==> src/rtl/carwash_seg_monitor.sv <==
// carwash_seg_monitor: receive-side checker for the car-wash 7-segment display.
// The wash controller drives two digits. seg2_i is the left digit and seg_i is the right digit.
// Each digit pair is deglitched, decoded into a step token and checked against the
// Basic, Express and Premium step sequences.
// Optional feature: define CARWASH_MON_ERRCNT_EN to add err_count_o, a saturating
// count of seq_err and abort events.
module carwash_seg_monitor #(
  parameter int STABLE_CYC = 2,
  parameter int CNT_W      = 8
) (
  input  logic             clk,
  input  logic             rst,
  input  logic [6:0]       seg2_i,
  input  logic [6:0]       seg_i,
  output logic             step_valid_o,
  output logic [4:0]       step_code_o,
  output logic [1:0]       program_o,
  output logic             wash_done_o,
  output logic             abort_o,
  output logic             seq_err_o,
  output logic [CNT_W-1:0] wash_count_o
`ifdef CARWASH_MON_ERRCNT_EN
  ,
  output logic [CNT_W-1:0] err_count_o
`endif
);

  // Segment characters, bit6=a .. bit0=g
  localparam logic [6:0] CH_DASH = 7'b0000001, CH_B = 7'b0011111, CH_P = 7'b1100111,
                         CH_E    = 7'b1001111, CH_S = 7'b1011011, CH_F = 7'b1000111,
                         CH_C    = 7'b1001110, CH_R = 7'b1000110, CH_I = 7'b0000110,
                         CH_9    = 7'b1110011, CH_U = 7'b0111110, CH_D = 7'b0111101,
                         CH_H    = 7'b0110111, CH_BL = 7'b0000000;

  localparam logic [4:0] T_IDLE = 5'd0,  T_BP = 5'd1,  T_EP = 5'd2,  T_PP = 5'd3,
                         T_PS   = 5'd4,  T_SF = 5'd5,  T_C  = 5'd6,  T_RI = 5'd7,
                         T_NINE = 5'd8,  T_UU = 5'd9,  T_D  = 5'd10, T_RS = 5'd11,
                         T_SH   = 5'd12, T_UNK = 5'd31;

  localparam int         RUN_W     = $clog2(STABLE_CYC + 1);
  localparam logic [13:0] IDLE_PAIR = {CH_DASH, CH_DASH};

  typedef enum logic [1:0] {MON_IDLE, MON_RUN, MON_DONE, MON_ERR} mon_state_e;

  // Map a digit pair to its step token.
  function automatic logic [4:0] decode(input logic [13:0] p);
    case (p)
      {CH_DASH, CH_DASH}: decode = T_IDLE;
      {CH_B, CH_P}:       decode = T_BP;
      {CH_E, CH_P}:       decode = T_EP;
      {CH_P, CH_P}:       decode = T_PP;
      {CH_P, CH_S}:       decode = T_PS;
      {CH_S, CH_F}:       decode = T_SF;
      {CH_C, CH_BL}:      decode = T_C;
      {CH_R, CH_I}:       decode = T_RI;
      {CH_9, CH_BL}:      decode = T_NINE;
      {CH_U, CH_U}:       decode = T_UU;
      {CH_D, CH_BL}:      decode = T_D;
      {CH_R, CH_S}:       decode = T_RS;
      {CH_S, CH_H}:       decode = T_SH;
      default:            decode = T_UNK;
    endcase
  endfunction

  // Return the token expected at position idx of a program's sequence.
  // Position 0 is the start token. Every sequence ends with NINE.
  function automatic logic [4:0] expected(input logic [1:0] prog, input logic [3:0] idx);
    expected = T_UNK;
    case (prog)
      2'd1: case (idx)
              4'd1: expected = T_SF;  4'd2: expected = T_C;
              4'd3: expected = T_RI;  4'd4: expected = T_NINE;
              default: expected = T_UNK;
            endcase
      2'd2: case (idx)
              4'd1: expected = T_PS;  4'd2: expected = T_C;
              4'd3: expected = T_SF;  4'd4: expected = T_C;
              4'd5: expected = T_RI;  4'd6: expected = T_NINE;
              default: expected = T_UNK;
            endcase
      2'd3: case (idx)
              4'd1:  expected = T_PS;  4'd2:  expected = T_C;
              4'd3:  expected = T_SF;  4'd4:  expected = T_C;
              4'd5:  expected = T_RI;  4'd6:  expected = T_UU;
              4'd7:  expected = T_C;   4'd8:  expected = T_RI;
              4'd9:  expected = T_D;   4'd10: expected = T_RS;
              4'd11: expected = T_SH;  4'd12: expected = T_NINE;
              default: expected = T_UNK;
            endcase
      default: expected = T_UNK;
    endcase
  endfunction

  logic [13:0]      samp_q, acc_q, pair_in;
  logic [RUN_W-1:0] run_q, run_d;
  logic             accept;
  logic [4:0]       tok;

  // Count consecutive identical samples. The count saturates at STABLE_CYC.
  // A pair is accepted on the edge where the run of identical samples reaches STABLE_CYC,
  // provided the pair differs from the last accepted pair.
  always_comb begin
    pair_in = {seg2_i, seg_i};
    run_d   = RUN_W'(1);
    if (pair_in == samp_q)
      run_d = (run_q >= RUN_W'(STABLE_CYC)) ? run_q : run_q + RUN_W'(1);
    accept  = (run_d >= RUN_W'(STABLE_CYC)) && (pair_in != acc_q);
    tok     = decode(pair_in);
  end

  // Input sample register, stability counter and last accepted pair.
  always_ff @(posedge clk or posedge rst) begin
    if (rst) begin
      samp_q <= '0;
      run_q  <= '0;
      acc_q  <= IDLE_PAIR;
    end else begin
      samp_q <= pair_in;
      run_q  <= run_d;
      if (accept) acc_q <= pair_in;
    end
  end

  mon_state_e       state_q;
  logic [1:0]       prog_q;
  logic [3:0]       idx_q;
  logic             step_valid_q, wash_done_q, abort_q, seq_err_q;
  logic [4:0]       step_code_q;
  logic [CNT_W-1:0] wash_count_q;

  // Sequence monitor. Every output pulse is registered on the edge that accepts the token.
  always_ff @(posedge clk or posedge rst) begin
    if (rst) begin
      state_q      <= MON_IDLE;
      prog_q       <= 2'd0;
      idx_q        <= 4'd0;
      step_valid_q <= 1'b0;
      step_code_q  <= T_IDLE;
      wash_done_q  <= 1'b0;
      abort_q      <= 1'b0;
      seq_err_q    <= 1'b0;
      wash_count_q <= '0;
    end else begin
      step_valid_q <= 1'b0;
      wash_done_q  <= 1'b0;
      abort_q      <= 1'b0;
      seq_err_q    <= 1'b0;
      if (accept) begin
        step_valid_q <= 1'b1;
        step_code_q  <= tok;
        case (state_q)
          MON_IDLE: begin
            if (tok == T_BP || tok == T_EP || tok == T_PP) begin
              prog_q  <= (tok == T_BP) ? 2'd1 : (tok == T_EP) ? 2'd2 : 2'd3;
              idx_q   <= 4'd1;
              state_q <= MON_RUN;
            end else if (tok != T_IDLE) begin
              seq_err_q <= 1'b1;
              state_q   <= MON_ERR;
            end
          end
          MON_RUN: begin
            if (tok == expected(prog_q, idx_q)) begin
              idx_q <= idx_q + 4'd1;
              if (tok == T_NINE) state_q <= MON_DONE;
            end else if (tok == T_IDLE) begin
              abort_q <= 1'b1;
              prog_q  <= 2'd0;
              state_q <= MON_IDLE;
            end else begin
              seq_err_q <= 1'b1;
              prog_q    <= 2'd0;
              state_q   <= MON_ERR;
            end
          end
          MON_DONE: begin
            prog_q <= 2'd0;
            if (tok == T_IDLE) begin
              wash_done_q  <= 1'b1;
              wash_count_q <= wash_count_q + 1'b1;
              state_q      <= MON_IDLE;
            end else begin
              seq_err_q <= 1'b1;
              state_q   <= MON_ERR;
            end
          end
          default: begin
            // Stay silent until the controller returns to IDLE.
            if (tok == T_IDLE) state_q <= MON_IDLE;
          end
        endcase
      end
    end
  end

  assign step_valid_o = step_valid_q;
  assign step_code_o  = step_code_q;
  assign program_o    = prog_q;
  assign wash_done_o  = wash_done_q;
  assign abort_o      = abort_q;
  assign seq_err_o    = seq_err_q;
  assign wash_count_o = wash_count_q;

`ifdef CARWASH_MON_ERRCNT_EN
  logic [CNT_W-1:0] err_cnt_q;

  // Saturating error/abort counter. It is fed from the registered pulses,
  // so it updates one edge after the matching pulse.
  always_ff @(posedge clk or posedge rst) begin
    if (rst)                                       err_cnt_q <= '0;
    else if ((seq_err_q || abort_q) && !(&err_cnt_q)) err_cnt_q <= err_cnt_q + 1'b1;
  end

  assign err_count_o = err_cnt_q;
`endif

endmodule

==> config.mk <==
export PLATFORM = sky130hd
export DESIGN_NAME = carwash_seg_monitor
export DESIGN_NICKNAME = d
export VERILOG_FILES = /design/src/rtl/carwash_seg_monitor.sv
export SDC_FILE = /design/constraint.sdc
export NUM_CORES = 1
export LEC_CHECK = 0
export CORE_MARGIN = 10
export CORE_UTILIZATION = 31
export CTS_CLUSTER_DIAMETER = 120
export DETAILED_ROUTE_END_ITERATION = 10
export PLACE_DENSITY = 0.51
export SYNTH_ARGS = -nofsm -noshare
export SYNTH_HDL_FRONTEND = slang
export SYNTH_SLANG_ARGS = --single-unit
export TNS_END_PERCENT = 50
==> constraint.sdc <==
create_clock -name clk -period 5 [get_ports clk]
set_input_delay 0.75 -clock clk [delete_from_list [all_inputs] [get_ports clk]]
set_output_delay 0.75 -clock clk [all_outputs]
set_load 0.005 [all_outputs]
==> metrics.md <==
| Metric | Value |
|---|---|
| Detailed-route via count | about 2.7k |
| Wire per inst | between 15 and 20 um |
| Drt drc | 0 |
| Num ports | 35 |
| Crit start category | input port |
| Final setup vio count | 0 |
| GR Overflow Total | 0 |
| Buffers on Ports | 34 |
| CP endpoint kind | register |
| #FFs+latches synth | 55 |
| Yosys top cell area share | 37.9% |
| Share of cells above drive strength 1 | about 14% |
| Prevailing post-synth register cell | dfrtp_1 |
| Post-detail-place hpwl | roughly 6500 um |
| Crit path time final | 4.14 ns |
| CTS Sinks | 55 |
| Fillers | 1107 |
| Yosys top cell by area | dfrtp_1 |
| CTS Root Cell | clkbuf_16 |
| CTS tree | built |
| Clock skew | about 0.0043 ns |
| CP arrival | about 4.4 ns |
| Placed cell area | 4000 um^2 |
| Core Area | 10900 um^2 |
| Max-Cap Viols | 0 |
| Setup TNS Final | 0 ns |
| DRT Pass-1 Iters | 4 |
| Syn avg cell area | between 9 and 10 um^2 |
| # rows | 38 |
| RSZ-0062 raised after global routing | no |
| Total setup buffers inserted after CTS | 0 |
| Maximum clock insertion buffer count | 2 |
| Syn Nets | just under 400 |
| Final RePlAce weighted congestion | 0.876 |
| Post-CTS resize count | 0 |
| Global-route wire length before repair | approximately 15000 um |
| Pin count of the biggest net entering global routing | 56 |
| CTS buffer count | 5 |
| Number of instances in the placed design | ~520 |
| Pwr Density | approximately 210 nW/um^2 |
| Sequential area share after synthesis | between 30% and 40% |
| Slowest CP cell | clkdlybuf4s50_1 |
| H-Tree Depth | 2 |
| Die ar. | roughly 16000 um^2 |
| Slew Limit Fails | 0 |
| Gate count of the mapped netlist | 362 |
| Routed WL | approximately 8700 um |
| Clock-pin slew on the worst setup and hold paths | 0.07 ns |
| Worst VDD drop | ~0.15 mV |
| Syn. warnings | 0 |
| Fmax | around 240 MHz |
| CTS Hold Bufs | 0 |
| Critical Path Fanout Max | 10 |
| Critical path data required time | ~5.2 ns |
| Unique masters post-synth | 66 |
| Critical path class | input port to register |
| Initial DRC Count | 285 |
| Chip width | 126 um |
| Initial Utilization | about 32% |
| Final Instance Count excl. Fillers | 532 |
| Slew HR | about 50% |
| Routed vias/inst | slightly above 5 |
| Antenna Nets Post-Route | 0 |
| # diodes | 0 |
| Die height | between 100 and 150 um |
| Leakage | roughly 1.7 nW |
| CP cell instances | clkdlybuf4s50_1 -> or4b_1 -> or4_1 -> o32a_1 -> nand3_1 -> o21bai_1 -> a211oi_2 -> o211a_4 -> nand4_1 -> or4b_1 -> nand3_1 |
| Post-synth ARST share | 100% |
| Worst skew pair latency | approximately 0.29 ns |
| Cells taking the most area after synthesis | dfrtp_1 (38%), xnor2_1 (6.5%), mux2_2 (6.1%) |
| Hold Fails Final Rpt | 0 |
| Layout area overhead | 18.1% |
| Number of enable flip-flop cells after synthesis | 0 |
| Tightest Hold Check Type | register to register |
| Non-Filler Cell Area, Final | 4140 um^2 |
| Worst-Margin Slew | between 0.7 and 0.8 ns |
| Critical path's largest stage delay | approximately 0.59 ns |
| Vias in the first global route | 2710 |
| Outcome | finished clean |
| Initial antenna violation count | 0 |
| NumNets Final | around 420 |
| Gr usage total | a little over a tenth |
| Mapped Area | 3500 um^2 |
| Tcrit/Tclk final | roughly 83% |
power breakdown:
part	total (mW)	internal [mW]	switching (mW)
Combinational	0.0788	0.0341	0.0447
Clock	0.345	0.185	0.160
Sequential	0.455	0.451	0.00321
registers in the layout, summed over array words and instances (netlist names):
| register | flops |
|---|---|
| samp_q | 14 |
| step_code_o | 5 |
| wash_done_o | 1 |
| seq_err_o | 1 |
| abort_o | 1 |
| state_q | 2 |
| idx_q | 4 |
| program_o | 2 |
| acc_q | 14 |
| run_q | 2 |
| step_valid_o | 1 |
| wash_count_o | 8 |
worst max-delay path, delay by kind of cell:
family	cells	cell delay, ns
AND/OR/NAND/NOR	6	1.98
buffers and inverters	1	0.59
AO/OA/AOI/OAI	4	1.05
layer usage:
metal,GRT usage [%],routed length (um),up-vias
li1,-,-,1349
met1,15.2,4210,1324
met2,16.9,4060,55
met3,1.96,312,5
met4,3.22,90,0
met5,0,0,-
kinds of logic (layout without fill, tap and decap cells):
| group | after synthesis | in the layout | share of synthesized area (%) |
|---|---|---|---|
| fa+ha+maj | 12 | 12 | 4.29 |
| simple gates | 134 | 134 | 21.7 |
| buf+inv | 37 | 67 | 4.71 |
| mux | 25 | 25 | 8.11 |
| xor+xnor | 38 | 38 | 9.50 |
| flops | 55 | 55 | 39.4 |
| compound gates | 61 | 61 | 12.3 |
cell usage in the layout, fill, tap and decap left out, types with 3 or more instances in the layout:
cell type         n
dfrtp_1          53
clkdlybuf4s50_1  34
nand2_1          28
xnor2_1          26
nor2_1           22
mux2_2           19
a21oi_1          13
buf_4            13
xor2_1           12
ha_1             12
nand3_1          11
o21ai_0          11
inv_1            11
nand4_1          10
nor4_1            8
nor3_1            8
nor2b_1           7
nand2b_1          7
a31oi_1           6
clkbuf_16         5
mux2i_1           4
or3_1             4
nor4bb_1          3
nand3b_1          3
or4b_1            3
or4_1             3
o211ai_1          3
cell type report:
type / instances / area [um^2] / share of cell area [%]
Clock buffer: 6 / 129 / 3.11
Clock inverter: 2 / 12.5 / 0.302
Inverter: 12 / 45.0 / 1.09
Multi-Input combinational cell: 270 / 1960 / 47.4
Sequential cell: 55 / 1380 / 33.3
Tap cell: 140 / 175 / 4.23
Timing Repair Buffer: 47 / 438 / 10.6
metrics by stage:
stage	hold WS, ns	utilization [%]	setup slack, ns	total power [mW]
4_1_cts	0.483	37.8	0.866	0.891
3_3_place_gp	0.460	36.5	0.646	0.543
2_1_floorplan	0.465	-	1.32	0.513
5_1_grt	0.497	37.8	0.607	0.916
3_5_place_dp	0.473	36.5	0.579	0.543
6_report	0.479	37.8	0.856	0.878
Yosys cell counts (2+ instances only):
master / instances
a21o_1: 2
a21oi_1: 13
a22o_1: 2
a22oi_1: 2
a31oi_1: 6
and3_1: 2
and4_1: 2
buf_1: 4
buf_2: 6
buf_6: 2
clkbuf_1: 12
dfrtp_1: 53
dfstp_2: 2
ha_1: 12
inv_1: 12
mux2_2: 19
mux2_4: 2
mux2i_1: 4
nand2_1: 28
nand2b_1: 7
nand3_1: 11
nand3b_1: 3
nand4_1: 10
nor2_1: 22
nor2b_1: 7
nor3_1: 8
nor3b_1: 2
nor4_1: 8
nor4bb_1: 3
o211ai_1: 3
o21ai_0: 11
o21bai_1: 2
o32a_1: 2
o32ai_1: 2
or3_1: 4
or4_1: 3
or4b_1: 3
or4b_2: 2
xnor2_1: 26
xor2_1: 12
final timing paths:
path | from | to | slack [ns] | depth (start not counted)
worst min-delay path | wash_count_o[7] | wash_count_o[7] | 0.48 | 1
max in group asynchronous | rst | samp_q[10] | 3.58 | 3
worst min register to register | wash_count_o[7] | wash_count_o[7] | 0.48 | 1
min in group asynchronous | rst | step_code_o[1] | 0.96 | 3
worst max register to register | idx_q[0] | program_o[0] | 1.42 | 11
worst max-delay path | seg2_i[0] | idx_q[3] | 0.86 | 11
Power figures use the tool's default switching activity.
